`src/rtl/frame_scanout.sv`:
```
// frame_scanout: raster timing generator and sequential 1-bpp framebuffer reader.
// Emits pixel/de/hsync/vsync two ce edges after the counters and a one-clk swap pulse per frame.
module frame_scanout #(
   parameter int HOR_ACTIVE_PIXELS = 640,
   parameter int HOR_FRONT_PORCH   = 16,
   parameter int HOR_SYNC_PULSE    = 96,
   parameter int HOR_BACK_PORCH    = 48,
   parameter int VER_ACTIVE_PIXELS = 480,
   parameter int VER_FRONT_PORCH   = 10,
   parameter int VER_SYNC_PULSE    = 2,
   parameter int VER_BACK_PORCH    = 33,
   localparam int RD_ADDR_WIDTH    = $clog2(HOR_ACTIVE_PIXELS * VER_ACTIVE_PIXELS)
) (
   input  logic                     clk,
   input  logic                     rst,
   input  logic                     ce,
   output logic                     rd_en,
   output logic [RD_ADDR_WIDTH-1:0] rd_addr,
   input  logic                     rd_data,
   output logic                     swap,
   output logic                     pixel,
   output logic                     de,
   output logic                     hsync,
   output logic                     vsync
);
   localparam int HT = HOR_ACTIVE_PIXELS + HOR_FRONT_PORCH + HOR_SYNC_PULSE + HOR_BACK_PORCH;
   localparam int VT = VER_ACTIVE_PIXELS + VER_FRONT_PORCH + VER_SYNC_PULSE + VER_BACK_PORCH;
   localparam int XW = $clog2(HT);
   localparam int YW = $clog2(VT);
   localparam logic [XW-1:0] X_LAST  = XW'(HT - 1);
   localparam logic [XW-1:0] X_ACT   = XW'(HOR_ACTIVE_PIXELS);
   localparam logic [XW-1:0] X_APIX  = XW'(HOR_ACTIVE_PIXELS - 1);
   localparam logic [XW-1:0] X_HS0   = XW'(HOR_ACTIVE_PIXELS + HOR_FRONT_PORCH);
   localparam logic [XW-1:0] X_HS1   = XW'(HOR_ACTIVE_PIXELS + HOR_FRONT_PORCH + HOR_SYNC_PULSE - 1);
   localparam logic [YW-1:0] Y_LAST  = YW'(VT - 1);
   localparam logic [YW-1:0] Y_ACT   = YW'(VER_ACTIVE_PIXELS);
   localparam logic [YW-1:0] Y_APIX  = YW'(VER_ACTIVE_PIXELS - 1);
   localparam logic [YW-1:0] Y_VS0   = YW'(VER_ACTIVE_PIXELS + VER_FRONT_PORCH);
   localparam logic [YW-1:0] Y_VS1   = YW'(VER_ACTIVE_PIXELS + VER_FRONT_PORCH + VER_SYNC_PULSE - 1);

   logic [XW-1:0]            x_q, x_d;
   logic [YW-1:0]            y_q, y_d;
   logic [RD_ADDR_WIDTH-1:0] addr_q, addr_d;
   logic                     rd_pending_q, rd_pending_d;
   logic                     pix_hold_q, pix_hold_d;
   logic                     d1_active_q, d1_active_d;
   logic                     d1_hs_q, d1_hs_d;
   logic                     d1_vs_q, d1_vs_d;
   logic                     de_q, de_d;
   logic                     hsync_q, hsync_d;
   logic                     vsync_q, vsync_d;
   logic                     pixel_q, pixel_d;
   logic                     swap_q, swap_d;
   logic                     active, last_pix, hs, vs, pix_sel;

   assign active   = (x_q < X_ACT) && (y_q < Y_ACT);
   assign last_pix = (x_q == X_APIX) && (y_q == Y_APIX);
   assign hs       = (x_q >= X_HS0) && (x_q <= X_HS1);
   assign vs       = (y_q >= Y_VS0) && (y_q <= Y_VS1);
   // Fresh read data when this clk follows a read, otherwise the value latched during a ce gap
   assign pix_sel  = rd_pending_q ? rd_data : pix_hold_q;
   assign rd_en    = ce & active;
   assign rd_addr  = addr_q;
   assign swap     = swap_q;
   assign pixel    = pixel_q;
   assign de       = de_q;
   assign hsync    = hsync_q;
   assign vsync    = vsync_q;

   always_comb begin
      x_d          = x_q;
      y_d          = y_q;
      addr_d       = addr_q;
      d1_active_d  = d1_active_q;
      d1_hs_d      = d1_hs_q;
      d1_vs_d      = d1_vs_q;
      de_d         = de_q;
      hsync_d      = hsync_q;
      vsync_d      = vsync_q;
      pixel_d      = pixel_q;
      rd_pending_d = rd_en;
      pix_hold_d   = rd_pending_q ? rd_data : pix_hold_q;
      swap_d       = ce & last_pix;
      if (ce) begin
         x_d         = (x_q == X_LAST) ? '0 : x_q + 1'b1;
         y_d         = (x_q != X_LAST) ? y_q : ((y_q == Y_LAST) ? '0 : y_q + 1'b1);
         addr_d      = !active ? addr_q : (last_pix ? '0 : addr_q + 1'b1);
         d1_active_d = active;
         d1_hs_d     = hs;
         d1_vs_d     = vs;
         de_d        = d1_active_q;
         hsync_d     = ~d1_hs_q;
         vsync_d     = ~d1_vs_q;
         pixel_d     = d1_active_q & pix_sel;
      end
   end

   always_ff @(posedge clk) begin
      if (rst) begin
         x_q          <= '0;
         y_q          <= '0;
         addr_q       <= '0;
         rd_pending_q <= 1'b0;
         pix_hold_q   <= 1'b0;
         d1_active_q  <= 1'b0;
         d1_hs_q      <= 1'b0;
         d1_vs_q      <= 1'b0;
         de_q         <= 1'b0;
         hsync_q      <= 1'b1;
         vsync_q      <= 1'b1;
         pixel_q      <= 1'b0;
         swap_q       <= 1'b0;
      end else begin
         x_q          <= x_d;
         y_q          <= y_d;
         addr_q       <= addr_d;
         rd_pending_q <= rd_pending_d;
         pix_hold_q   <= pix_hold_d;
         d1_active_q  <= d1_active_d;
         d1_hs_q      <= d1_hs_d;
         d1_vs_q      <= d1_vs_d;
         de_q         <= de_d;
         hsync_q      <= hsync_d;
         vsync_q      <= vsync_d;
         pixel_q      <= pixel_d;
         swap_q       <= swap_d;
      end
   end
endmodule
```
`config.mk`:
```
export PLATFORM = sky130hd
export DESIGN_NAME = frame_scanout
export DESIGN_NICKNAME = d
export VERILOG_FILES = /design/src/rtl/frame_scanout.sv
export SDC_FILE = /design/constraint.sdc
export NUM_CORES = 1
export LEC_CHECK = 0
export CAP_MARGIN = 20
export CORE_AREA = 8 8 85 87
export CTS_CLUSTER_DIAMETER = 120
export DETAILED_ROUTE_END_ITERATION = 6
export DIE_AREA = 0 0 93 95
export PLACE_DENSITY_LB_ADDON = 0.3
export SETUP_SLACK_MARGIN = 0.05
export SYNTH_ARGS = -nofsm -noshare
export SYNTH_HDL_FRONTEND = slang
export SYNTH_SLANG_ARGS = --single-unit
export TNS_END_PERCENT = 100
```
`constraint.sdc`:
```
create_clock -name clk -period 2.02 [get_ports clk]
set_input_delay 0.303 -clock clk [delete_from_list [all_inputs] [get_ports clk]]
set_output_delay 0.303 -clock clk [all_outputs]
set_load 0.01 [all_outputs]
```
* Word-level counts from Yosys, hierarchy flattened *
Index checks and enable logic that the tools add are counted.

storage, ports and cells
  flip-flop bits (word level) = 49
  bits of input ports = 4
  word-level logic and storage cells = 43

operators by class
  $add $sub $neg = 3
  $lt $le $gt $ge = 6
  equal/unequal tests = 5
  mux-type cells = 4
  bitwise logic cells = 6
  reductions and logical operators = 6

operators by type and width
  cell                     number
  $eq A10 B10 Y1 const B   3
  $add A10 B1 Y10 const B  2
  $mux W10                 2
  $add A19 B1 Y19 const B  1
  $mux W19                 1
  $eq A10 B9 Y1 const B    1
  $ge A10 B10 Y1 const B   1
  $ge A10 B9 Y1 const B    1
  $le A10 B10 Y1 const B   1
  $le A10 B9 Y1 const B    1
  $lt A10 B10 Y1 const B   1
  $lt A10 B9 Y1 const B    1
  $ne A10 B10 Y1 const B   1
  $logic_and A1 B1 Y1      4
  $reduce_and A2 Y1        2
  $and A1 B1 Y1            3
  $not A1 Y1               3
  $mux W1                  1

* Longest topological paths before layout *
  depth after elaboration = 3
  gate-level depth with buffers = 7
  depth with buffers taken out = 7

* Worst setup path before layout *
OpenSTA, ideal clock, no wires.

  path type = reg-to-reg
  from = register x_q[0]
  to = register y_q[2]
  data arrival time = 1561 ps
  data required time = 1891 ps
  slack = 330 ps
  stages on the path, launching flop included = 8
  path buffers = 1
  clock period less this slack = 1690 ps
  cells stage by stage = dfxtp_1 -> ha_1 -> nand4_1 -> and3b_1 -> buf_2 -> inv_1 -> o21bai_1 -> nor2_1

between the ends
  longest elaborated chain between the ends = 3

RTL lines
  what                                line  RTL
  from (decl)                         41    logic [XW-1:0] x_q, x_d;
  from (signal assigned)              100   x_q <= '0;
  from (signal assigned)              114   x_q <= x_d;
  $ne A10 B10 Y1                      86    y_d = (x_q != X_LAST) ? y_q : ((y_q == Y_LAST) ? '0 : y_q + 1'b1);
  $not A1 Y1 (no source line)         -
  $reduce_and A2 Y1 (no source line)  -
  to (signal assigned)                115   y_q <= y_d;
  to (decl)                           42    logic [YW-1:0] y_q, y_d;

Every way passes these cells.
A chain may end at the register's enable or synchronous reset.

* Worst setup path in the final report *
  from = input port ce
  to = output port rd_en

between the ends
  longest elaborated chain between the ends = 1

RTL lines
  what           line  RTL
  from (decl)    16    input logic ce,
  $and A1 B1 Y1  62    assign rd_en = ce & active;
  to (decl)      17    output logic rd_en,

Every way passes these cells.

==> summary.md <==
| Metric | Value |
|---|---|
| Status | `finished clean` |
| I/O pin total | `29` |
| Drc violations | `0` |
| Hold Vio Cnt, Final | `0` |
| Sink Count | `between 40 and 50` |
| Slew of the pin with the lowest slew margin | `around 340 ps` |
| Synth area leader | `dfxtp_1` |
| Final setup fails | `0` |
| Max-cap violations | `0` |
| Postcts setup bufs | `0` |
| Worst EP required | `between 1500 and 2000 ps` |
| Max VDD drop | `~0.00042 V` |
| Vias | `2028` |
| Crit-path cells | `clkdlybuf4s50_1 > nor2b_1 > nand3_1 > inv_1 > dlygate4sd2_1` |
| Share of layout cells above drive strength 1 | `a little over a tenth` |
| CTS Buf Count | `5` |
| Multi-input gate area | `1240 sq um` |
| Fmax | `roughly 570 MHz` |
| CP max FO | `2` |
| Flop2flop setup slack | `290 ps` |
| Iter 0 DRT Violations | `37` |
| End of the critical path | `rd_en` |
| Max_slew headroom | `roughly 77%` |
| Placer Congestion | `0.820` |
| Worst flop-to-flop path endpoint | `rd_addr[15]` |
| Slew Limit Fails | `0` |
| Final critical-path share of the clock period | `just under 90%` |
| Most frequent cells in the layout | `dfxtp_1 (49), nor2_1 (33), nand2_1 (27), clkdlybuf4s50_1 (27)` |
| Fin cells | `about 390` |
| Kind of critical path | `in -> out` |
| Count of warnings emitted by yosys | `0` |
| CTS tree | `done` |
| Unique cell type count in the Yosys netlist | `43` |
| Critical path's largest stage delay | `500 ps` |
| RSZ-0062 raised after global routing | `no` |
| Drt total wl | `between 4000 and 5000 um` |
| Initial core utilization | `around two fifths` |
| Clock Pin Slew Worst Setup and Hold Paths | `approximately 80 ps` |
| Synthesized Nets | `277` |
| GRT Total Usage | `between 10% and 20%` |
| Grt total ovfl | `0` |
| # diodes | `0` |
| Die Area | `approximately 8800 sq um` |
| Largest net degree at the start of global routing | `29` |
| Vias per cell | `~5.2` |
| Min Tclk post-route | `between 1500 and 2000 ps` |
| Post-synthesis sequential area ratio | `about 42%` |
| Bufs on Longest Clock Path | `2` |
| Netlist Area Pre-Place | `approximately 2300 sq um` |
| R2R cell count | `7` |
| Initial antenna violation count | `0` |
| Synth top area share | `between 40% and 50%` |
| Crit path capture type | `primary output` |
| Nets | `between 300 and 400` |
| Hold-fix buffers, CTS | `0` |
| Commonest non-fill, non-tap cell in the layout | `dfxtp_1` |
| Synthesized area per cell | `between 8 and 9 sq um` |
| Pwr dens | `581 nW/um^2` |
| Resized Gates After CTS | `1` |
| Placed cells | `380` |
| Storage cell area | `a little under 1000 sq um` |
| Post-synthesis register bit count | `between 40 and 50` |
| First-pass GRT wire length | `around 8600 um` |
| Die Span X | `between 90 and 100 um` |
| Hold slack | `approximately 480 ps` |
| H-Tree Depth | `2` |
| Clk root buf | `clkbuf_8` |
| Clk_skew | `9.40 ps` |
| CP startpoint | `ce` |
| Reg-to-reg critical path startpoint | `x_q[1]` |
| Die height | `roughly 95 um` |
| Leakage power | `around 1.0 nW` |
| Port buffer count | `28` |
| Fill count | `595` |
| Vias in the first global route | `just under 2000` |
| Final ANT Viol Nets | `0` |
| Hold Crit Class | `reg -> reg` |
| Worst EP arrival | `roughly 1500 ps` |
| CP max stage cell | `clkdlybuf4s50_1` |
| Routed WL per cell | `12.9 um` |
| Syn-to-layout area delta | `24.6%` |
| Post-Syn Instances | `268` |
| Post-DP HPWL | `around 3700 um` |
| Drt pass-1 iters | `4` |
| Critical Path Start Type | `primary input` |
| Rows | `28` |
| Clk Latency, worst-skew pair | `around 300 ps` |
| Core ar. | `about 5800 sq um` |
| Top post-synthesis cells by area | `dfxtp_1 (42%), xor2_1 (6.1%), nor2_1 (5.4%)` |
[cells in the mapped netlist (all sizes together)]
master / n
and2b: 1
inv: 11
a32oi: 1
and3: 6
nand3b: 3
and4b: 1
mux2i: 2
o311ai: 3
or4b: 1
nand2b: 3
o211ai: 1
xnor2: 8
buf: 5
a311oi: 1
nand4: 17
o21bai: 2
and4: 4
and3b: 1
nor2: 33
a31oi: 1
o31ai: 4
nor3: 7
o22ai: 2
a21oi: 11
nand4b: 2
ha: 5
o21ai: 6
a22oi: 1
nand3: 16
clkbuf: 4
nand2: 28
nor2b: 3
dfxtp: 49
or3: 2
nor4: 6
xor2: 16
or2: 1
[registers in the layout, summed over array words and instances (netlist names)]
register	count
rd_pending_q	1
swap	1
pix_hold_q	1
x_q	10
rd_addr	19
d1_hs_q	1
de	1
hsync	1
d1_active_q	1
y_q	10
d1_vs_q	1
vsync	1
pixel	1
[per-stage QoR]
| stage | TNS, ps | total power [mW] | setup slack (ps) | instance area (sq um) | util, % |
|---|---|---|---|---|---|
| final | 0 | 1.67 | 265 | 2880 | 49.5 |
| after floorplan | 0 | 1.07 | 330 | 2310 | - |
| after CTS | 0 | 1.70 | 238 | 2880 | 49.5 |
| after global placement | -12.2 | 1.11 | -12.2 | 2790 | 48.0 |
| after global routing | 0 | 1.75 | 149 | 2880 | 49.5 |
| after detailed placement | -32.5 | 1.12 | -32.5 | 2790 | 48.0 |
[cell families (layout without fill, tap and decap cells)]
family	Yosys count	in the layout	share of synthesized area (%)
DFF	49	49	42.5
buffers and inverters	20	64	3.63
AOI/OAI and AO/OA	33	33	10.5
adders and majority gates	5	5	2.71
xor gates and xnor gates	24	24	9.10
and+or+nand+nor	135	135	30.8
muxes	2	2	0.867
[worst max-delay path: cells and delay by family]
family / cells / cell delay, ps
buffers and inverters: 3 / 860
AND/OR/NAND/NOR: 2 / 290
[worst min path at each step]
stage | start | to | slack [ps] | cells past startpoint
after floorplan | d1_active_q | d1_active_q | 450 | 2
after global placement | de | de | 460 | 2
after detailed placement | de | de | 460 | 2
after CTS | de | de | 470 | 2
after global routing | de | de | 490 | 2
final | de | de | 480 | 2
[where the power goes]
part           switching, mW  internal [mW]  total [mW]
Clock                  0.310          0.271       0.580
Combinational         0.0543         0.0492       0.103
Sequential            0.0106          0.977       0.987
Total                  0.374           1.30        1.67
[metal layers]
layer  vias up  routed length, um  part of all wire, %  GRT usage, %
li1       1040                  -                    -             -
met5         -                  0                    0             0
met4         0                 80                  1.6          4.43
met1       953               2290                   46          13.5
met2        25               2420                   48          20.7
met3        10                196                  3.9          3.02
[final cells by class]
| cell class | count | area share, % |
|---|---|---|
| clock inverters | 1 | 0.261 |
| well taps | 75 | 3.26 |
| flip-flops and latches | 49 | 34.1 |
| inverters | 11 | 1.43 |
| clock buffers | 6 | 2.87 |
| repair buffers | 46 | 14.8 |
| multi-input cells | 199 | 43.3 |
Power figures use the tool's default switching activity.
